[config.mk]
export PLATFORM = sky130hd
export DESIGN_NAME = cordic_rr_sched
export DESIGN_NICKNAME = d
export VERILOG_FILES = /design/src/rtl/cordic_rr_sched.sv
export SDC_FILE = /design/constraint.sdc
export NUM_CORES = 1
export LEC_CHECK = 0
export CAP_MARGIN = 0
export CORE_AREA = 4 4 161 163
export DETAILED_ROUTE_END_ITERATION = 16
export DIE_AREA = 0 0 165 167
export SETUP_SLACK_MARGIN = 0.05
export SLEW_MARGIN = 20
export SYNTH_ARGS = -nofsm -noshare
export SYNTH_HDL_FRONTEND = slang
export SYNTH_SLANG_ARGS = --single-unit
[constraint.sdc]
create_clock -name clk -period 13.49 [get_ports clk]
set_clock_uncertainty 0.2 [all_clocks]
set_input_delay 2.698 -clock clk [delete_from_list [all_inputs] [get_ports clk]]
set_output_delay 2.698 -clock clk [all_outputs]
set_load 0.01 [all_outputs]
[src/rtl/cordic_rr_sched.sv]
// Two-requester round-robin front end feeding an 8-step rotation-mode CORDIC
// that returns cos/sin (Q4.16) of an angle clamped to 0..90 degrees.
module cordic_rr_sched #(
  parameter logic [19:0] K_INIT = 20'h09B71
) (
  input  logic        clk,
  input  logic        rst,
  input  logic        in0_valid,
  input  logic [19:0] in0_angle,
  output logic        in0_ready,
  input  logic        in1_valid,
  input  logic [19:0] in1_angle,
  output logic        in1_ready,
  output logic        out_valid,
  input  logic        out_ready,
  output logic [19:0] out_x,
  output logic [19:0] out_y,
  output logic        out_id,
  output logic        out_err,
  output logic        busy
);

  typedef enum logic [1:0] {IDLE = 2'd0, ROT = 2'd1, DONE = 2'd2} state_t;

  // atan(2^-i) in degrees with 4 fractional bits
  localparam logic signed [19:0] ATAN [8] = '{
    20'sh002D0, 20'sh001A9, 20'sh000E0, 20'sh00072,
    20'sh00039, 20'sh0001C, 20'sh0000E, 20'sh00007
  };
  localparam logic signed [19:0] ANGLE_MAX = 20'sh005A0;

  state_t             state_reg, state_next;
  logic signed [19:0] x_reg, x_next;
  logic signed [19:0] y_reg, y_next;
  logic signed [19:0] z_reg, z_next;
  logic [2:0]         iter_reg, iter_next;
  logic               last_id_reg, last_id_next;
  logic               out_valid_reg, out_valid_next;
  logic               out_id_reg, out_id_next;
  logic               out_err_reg, out_err_next;
  logic [19:0]        out_x_reg, out_x_next;
  logic [19:0]        out_y_reg, out_y_next;

  logic signed [19:0] x_sh [8];
  logic signed [19:0] y_sh [8];
  logic signed [19:0] x_rot, y_rot, z_rot;
  logic signed [19:0] sel_angle, clamp_angle;
  logic               clamp_err;
  logic               grant0, grant1;

  genvar gi;
  generate
    for (gi = 0; gi < 8; gi++) begin : g_shift
      assign x_sh[gi] = x_reg >>> gi;
      assign y_sh[gi] = y_reg >>> gi;
    end
  endgenerate

  // Contention goes to whoever was not served last; a lone requester always wins.
  assign grant0    = in0_valid & (~in1_valid | last_id_reg);
  assign grant1    = in1_valid & (~in0_valid | ~last_id_reg);
  assign sel_angle = grant1 ? in1_angle : in0_angle;

  always_comb begin
    clamp_angle = sel_angle;
    clamp_err   = 1'b0;
    if (sel_angle[19]) begin
      clamp_angle = '0;
      clamp_err   = 1'b1;
    end else if (sel_angle > ANGLE_MAX) begin
      clamp_angle = ANGLE_MAX;
      clamp_err   = 1'b1;
    end
  end

  always_comb begin
    if (!z_reg[19]) begin
      x_rot = x_reg - y_sh[iter_reg];
      y_rot = y_reg + x_sh[iter_reg];
      z_rot = z_reg - ATAN[iter_reg];
    end else begin
      x_rot = x_reg + y_sh[iter_reg];
      y_rot = y_reg - x_sh[iter_reg];
      z_rot = z_reg + ATAN[iter_reg];
    end
  end

  always_comb begin
    state_next     = state_reg;
    x_next         = x_reg;
    y_next         = y_reg;
    z_next         = z_reg;
    iter_next      = iter_reg;
    last_id_next   = last_id_reg;
    out_valid_next = out_valid_reg;
    out_id_next    = out_id_reg;
    out_err_next   = out_err_reg;
    out_x_next     = out_x_reg;
    out_y_next     = out_y_reg;
    in0_ready      = 1'b0;
    in1_ready      = 1'b0;
    case (state_reg)
      IDLE: begin
        in0_ready = grant0 & ~rst;
        in1_ready = grant1 & ~rst;
        if (grant0 | grant1) begin
          x_next       = K_INIT;
          y_next       = '0;
          z_next       = clamp_angle;
          iter_next    = '0;
          last_id_next = grant1;
          out_id_next  = grant1;
          out_err_next = clamp_err;
          state_next   = ROT;
        end
      end
      ROT: begin
        x_next    = x_rot;
        y_next    = y_rot;
        z_next    = z_rot;
        iter_next = iter_reg + 3'd1;
        if (iter_reg == 3'd7) begin
          out_x_next     = x_rot;
          out_y_next     = y_rot;
          out_valid_next = 1'b1;
          state_next     = DONE;
        end
      end
      DONE: begin
        if (out_ready) begin
          out_valid_next = 1'b0;
          state_next     = IDLE;
        end
      end
      default: state_next = IDLE;
    endcase
  end

  always_ff @(posedge clk) begin
    if (rst) begin
      state_reg     <= IDLE;
      x_reg         <= '0;
      y_reg         <= '0;
      z_reg         <= '0;
      iter_reg      <= '0;
      last_id_reg   <= 1'b1;
      out_valid_reg <= 1'b0;
      out_id_reg    <= 1'b0;
      out_err_reg   <= 1'b0;
      out_x_reg     <= '0;
      out_y_reg     <= '0;
    end else begin
      state_reg     <= state_next;
      x_reg         <= x_next;
      y_reg         <= y_next;
      z_reg         <= z_next;
      iter_reg      <= iter_next;
      last_id_reg   <= last_id_next;
      out_valid_reg <= out_valid_next;
      out_id_reg    <= out_id_next;
      out_err_reg   <= out_err_next;
      out_x_reg     <= out_x_next;
      out_y_reg     <= out_y_next;
    end
  end

  assign out_valid = out_valid_reg;
  assign out_x     = out_x_reg;
  assign out_y     = out_y_reg;
  assign out_id    = out_id_reg;
  assign out_err   = out_err_reg;
  assign busy      = (state_reg != IDLE);

endmodule

==> impl_metrics.yaml, run 1 <==
critical_path:
  cp_max_fo: 16
  worstRegToRegCells: 17
  critPathRequiredTime_ns: 10.59
  r2r_start: "iter_reg[1]"
  rrSetupSlack_ns: 7.86
  r2r_end: "y_reg[18]"
  critPathLaunchType: "input port"
  worstPathArrival_ns: 4.39
  end_kind: "primary output"
  path_class: "in -> out"
  cp_common_cell: "clkdlybuf4s50_1"
  crit_end: "in1_ready"
  cp.depth: 4
  max_stage_delay_ns: 0.57
  cp_slowest_cell: "clkdlybuf4s50_1"
  crit_start: "in1_valid"
  cp_top_family: "buffers and inverters"
  critical_path.cell_chain: "clkdlybuf4s50_1, a21bo_2, nor3_1, clkdlybuf4s50_1"
  path_buf_inv: 2
cells_and_area:
  multi_input_area_um2: 6950
  drive_above_1_share: 0.0723
  filler_cell_count: 2433
  seqCellArea_um2: 2190
  final_cell_count_no_fill: 1596
  fin_nets: 1386
  area_growth_pct: 13.4
  insertedDiodeCount: 0
pwr:
  power.leakage_nw: 4.34
  powerDensity_nw_per_um2: 258
  peakVddDrop_mv: 0.131
detailed_routing:
  routed-via-count: 8964
  drtAntennaViolNets: 0
  first_pass_iters: 5
  wl_um: 26600
  wl_per_cell_um: 16.6
  drc: 0
  viasPerCell: 5.62
  drt-initial-drc-count: 565
sta:
  finalHoldViolCount: 0
  tns_ns: 0
  worst_pin_slew_ns: 0.901
  timing.final.ws_setup_ns: 6.20
  setup_viol: 0
  rsz0062_at_grt: "false"
  relSlewSlack: 0.400
  final_max_slew_viol_count: 0
  min_period_ns: 7.29
  period_share: 0.540
  fmax_ghz: 0.137
synth:
  synth_top_family_by_area: "compound AO/OA/AOI/OAI gates"
  synth_fa_ha_area_frac: 0.0978
  yosysTopAreaCell: "dfxtp_1"
  synth_nets: 1345
  syn_area_per_cell_um2: 7.91
  syn-cell-area_um2: 9700
  yosys-top-cells-area: "dfxtp_1, ha_1, nor2_1, mux2i_1, xnor2_1"
  synth_commonest_cells: "nor2_1, nand2_1, dfxtp_1"
  ys_ff_latch: 109
  synth_cell_types: 83
  synthMuxAreaShare: 0.0983
  syn_inst: 1226
  synth-simple-area-share: 0.199
  synth_flop_cell: "dfxtp_1"
  synth-compound-area-share: 0.239
  yosysMostFrequentCell: "nor2_1"
  ys_seq_area_frac: 0.225
  synth-edff-count: 0
  async_reset_ff_frac: 0
  yosysWarningCount: 0
  synth_top_cell_area_share: 0.225
  synthXorXnorAreaFrac: 0.0813
placement:
  place_congestion: 0.827
  hpwl_um: 19100
  portBuffers: 90
  dp_slack_ns: 6.21
  post-place-cells: 1580
floorplanning:
  die-area_um2: 27600
  die_x_um: 165
  dieHeight_um: 167
  coreArea_um2: 24300
  ioPinCount: 91
  start_util: 0.399
  rows: 57
clock_tree:
  holdBufCountCts: 0
  cts_tree: "built"
  cts.sinks: 109
  cts_buffers: 9
  htree_levels: 3
  cts_root_buffer: "clkbuf_16"
  clk_latency_ns: 0.36
  cts_setup_buffers: 0
  cts_buffer_depth: 2
  ctsResizeCount: 0
  clk_pin_slew_ns: 0.08
global_route:
  overflow: 0
  grt_use_met2: 0.301
  met1_usage: 0.291
  grt_pass1_vias: 8594
  grt_first_pass_wirelength_um: 44600
  antenna_found_initial: 0
  busiest_layer: "met2"
  met3_usage: 0.0267
  grt_max_degree: 76
  track_usage: 0.195
run_status:
  status: "finished clean"
min_path:
  hp-class: "reg -> reg"
job:
  drv_cap: 0
-- metal layers --
| metal | wire length, µm | up-vias | share of wire |
|---|---|---|---|
| met5 | 0 | - | 0 |
| met4 | 238 | 0 | 0.0090 |
| met3 | 1220 | 16 | 0.046 |
| met2 | 11700 | 194 | 0.44 |
| met1 | 13400 | 4218 | 0.50 |
| li1 | - | 4536 | - |
-- worst register-to-register path: cells and delay by family, from the launching register on --
family,cells,cell delay (ns)
buffers and inverters,1,0.61
flip-flops,1,0.32
adder cells (fa/ha/maj),1,0.32
multiplexers,2,0.80
XOR/XNOR,2,0.32
AO/OA/AOI/OAI,9,2.51
AND/OR/NAND/NOR,2,0.43
-- layout make-up --
type                       count  area share
clock buffer                  10      0.0217
clock inverter                 6     0.00762
inverter                      39      0.0133
multi-input combinational   1007       0.632
sequential                   109       0.199
tap                          324      0.0369
timing repair buffer         101      0.0892
-- power breakdown --
group,switching [W],internal (W)
combinational,0.00116,0.000905
sequential,0.0000926,0.000386
clock,0.000140,0.000155
-- worst min-delay path by stage --
stage,startpoint,slack [ns],depth (start not counted),endpoint
global route,out_x[13],0.28,2,out_x[13]
finish,out_y[4],0.25,2,out_y[4]
floorplan,z_reg[11],0.26,1,z_reg[11]
detailed placement,out_y[4],0.25,2,out_y[4]
global placement,out_y[4],0.24,2,out_y[4]
CTS,out_y[4],0.26,2,out_y[4]
-- cells by family after synthesis --
family	count (synthesis)
AND/OR/NAND/NOR	413
adder cells (fa/ha/maj)	74
AO/OA/AOI/OAI	350
buffers and inverters	110
XOR/XNOR	90
flip-flops	109
multiplexers	80
-- placed cells by master, fill, tap and decap left out, drive strengths merged, types with 14 or more instances in the layout --
cell             n
nand2          124
nor2           146
mux2            16
xnor2           61
o21ai           54
a31oi           21
a21oi          104
a22o            15
nand2b          16
nand3           20
nor2b           14
mux2i           54
inv             42
o21a            15
nor3            23
a21o            22
clkdlybuf4s50   89
ha              71
dfxtp          109
a211oi          25
xor2            29
a22oi           19
-- through the flow --
stage	instance area (µm²)	power (W)	util	hold slack (ns)
finish	11000	0.00284	0.452	0.255
global route	11000	0.00313	0.452	0.275
CTS	11000	0.00283	0.452	0.260
detailed placement	10700	0.00251	0.439	0.249
global placement	10700	0.00251	0.439	0.245
floorplan	9700	0.00212	-	0.256
Note: power is estimated with default switching activity, not from simulation.
==> inputs of run 2 (changes only) <==
==> constraint.sdc (replaced) <==
create_clock -name clk -period 7.5 [get_ports clk]
set_clock_uncertainty 0.2 [all_clocks]
set_input_delay 1.5 -clock clk [delete_from_list [all_inputs] [get_ports clk]]
set_output_delay 1.5 -clock clk [all_outputs]
set_load 0.01 [all_outputs]
==> run 2 against run 1 <==
  * Count of clock-buffer cells in the layout rose by 1
  * Non-clock buffer count rose by 1
  * Total power rose by 78%
  * Worst hold slack improved by 0.0032 ns
  * Die area did not move
  * Sequential power rose by 89%
  * Register-to-register slack got worse by 5.8 ns
  * Setup slack got worse by 4.2 ns
  * Global-route usage rose by 0.15 points
  * Wire length rose by 3.2%
  * Combinational power rose by 78%
  * Largest power group unchanged
==> impl_metrics.yaml, run 2 (synthesis results as in run 1) <==
sta:
  period_share: 0.729
  whs_ns: 0.258
  relSlewSlack: 0.282
  tns_ns: 0
  setup_viol: 0
  finalHoldViolCount: 0
  worst_pin_slew_ns: 1.08
  fmax_ghz: 0.183
  timing.final.ws_setup_ns: 2.03
  min_period_ns: 5.47
  rsz0062_at_grt: "false"
  final_max_slew_viol_count: 0
global_route:
  grt_first_pass_wirelength_um: 44500
  grt_pass1_vias: 8457
  overflow: 0
  grt_max_degree: 72
  track_usage: 0.197
  antenna_found_initial: 0
floorplanning:
  start_util: 0.399
  ioPinCount: 91
  die_x_um: 165
  coreArea_um2: 24300
  rows: 57
  dieHeight_um: 167
  die-area_um2: 27600
placement:
  place_congestion: 0.879
  hpwl_um: 20000
  dp_slack_ns: 2.08
  portBuffers: 90
clock_tree:
  ctsResizeCount: 0
  clk_latency_ns: 0.36
  cts_buffer_depth: 2
  holdBufCountCts: 0
  cts.sinks: 109
  clk_pin_slew_ns: 0.08
  cts_setup_buffers: 0
  cts_buffers: 9
  cts_tree: "built"
  htree_levels: 3
  cts_root_buffer: "clkbuf_16"
pwr:
  peakVddDrop_mv: 0.207
  switching_share: 0.494
  pwr-share-seq: 0.179
  p_int_w: 0.00256
  p_comb_frac: 0.726
  clockPowerShare: 0.095
  p_switching_w: 0.00250
  power.leakage_nw: 4.33
  powerDensity_nw_per_um2: 462
detailed_routing:
  wl_per_cell_um: 17.2
  viasPerCell: 5.64
  drt-initial-drc-count: 561
  first_pass_iters: 7
  drtAntennaViolNets: 0
  wl_um: 27400
  routed-via-count: 9008
  drc: 0
run_status:
  status: "finished clean"
critical_path:
  r2r_start: "iter_reg[1]"
  critical_path.cell_chain: "buf_4, mux2_2, a221oi_2, nand4_1, o31ai_1, xor2_1, ha_1, a21o_1, a21o_1, a21oi_1, nand3b_1, o21ai_0, o21ai_0, a31oi_1, xnor2_1, a22o_1"
  crit_end: "y_reg[18]"
  r2r_end: "y_reg[18]"
  max_stage_delay_ns: 0.71
  crit_start: "iter_reg[1]"
  cp.depth: 16
  worstPathArrival_ns: 5.53
  cp_top_family: "compound AO/OA/AOI/OAI gates"
  path_buf_inv: 1
  rrSetupSlack_ns: 2.03
  path_class: "reg -> reg"
  critPathRequiredTime_ns: 7.56
  end_kind: "register"
  critPathLaunchType: "register"
  worstRegToRegCells: 16
  cp_max_fo: 41
  cp_slowest_cell: "dfxtp_2"
cells_and_area:
  drive_above_1_share: 0.0723
  mostFrequentLayoutCells: "nor2_1, nand2_1, dfxtp_1"
  fin_nets: 1387
  insertedDiodeCount: 0
  filler_cell_count: 2445
  area_growth_pct: 13.0
  final_common_cell: "nor2_1"
min_path:
  hp-class: "reg -> reg"
job:
  drv_cap: 0
[run 2: power by group through the flow]
stage	Combinational (W)	Sequential, W	Clock, W
6_report	0.00368	0.000907	0.000481
5_1_grt	0.00409	0.000926	0.000518
4_1_cts	0.00366	0.000899	0.000497
3_5_place_dp	0.00363	0.000911	0
3_3_place_gp	0.00361	0.000912	0
2_1_floorplan	0.00301	0.000802	0
[run 2: per-stage QoR]
stage | cells | utilization | area, µm² | power, W
after floorplan | 1226 | - | 9700 | 0.00381
after global placement | 1581 | 0.439 | 10700 | 0.00453
after detailed placement | 1581 | 0.439 | 10700 | 0.00454
after CTS | 1597 | 0.451 | 11000 | 0.00505
after global routing | 1597 | 0.451 | 11000 | 0.00554
final | 1597 | 0.451 | 11000 | 0.00506
[run 2: area by class of cell]
| type | instances | area [µm²] | share of cell area |
|---|---|---|---|
| Multi-Input combinational cell | 1007 | 6950 | 0.634 |
| Sequential cell | 109 | 2190 | 0.199 |
| Timing Repair Buffer | 102 | 988 | 0.0902 |
| Tap cell | 324 | 405 | 0.0370 |
| Clock buffer | 11 | 243 | 0.0221 |
| Inverter | 39 | 146 | 0.0134 |
| Clock inverter | 5 | 42.5 | 0.00388 |
[run 2: how the worst min path moves through the flow]
stage                     startpoint         to  cells past startpoint
after global routing       out_y[17]  out_y[17]                      2
after floorplan            z_reg[11]  z_reg[11]                      1
after CTS                   out_y[9]   out_y[9]                      2
after global placement     out_y[15]  out_y[15]                      2
after detailed placement    out_y[9]   out_y[9]                      2
final                       out_y[9]   out_y[9]                      2
[run 2: per-layer routing]
layer,up-vias,routed length (µm),track usage
met2,186,12100,0.303
met3,26,1320,0.0309
li1,4528,-,-
met4,0,442,0.0434
met1,4268,13500,0.289
met5,-,0,0
[run 2: worst min-delay path, delay by kind of cell (launching register included)]
family / cells / cell delay, ns
DFF: 1 / 0.31
and+or+nand+nor: 1 / 0.05
AOI/OAI and AO/OA: 1 / 0.05
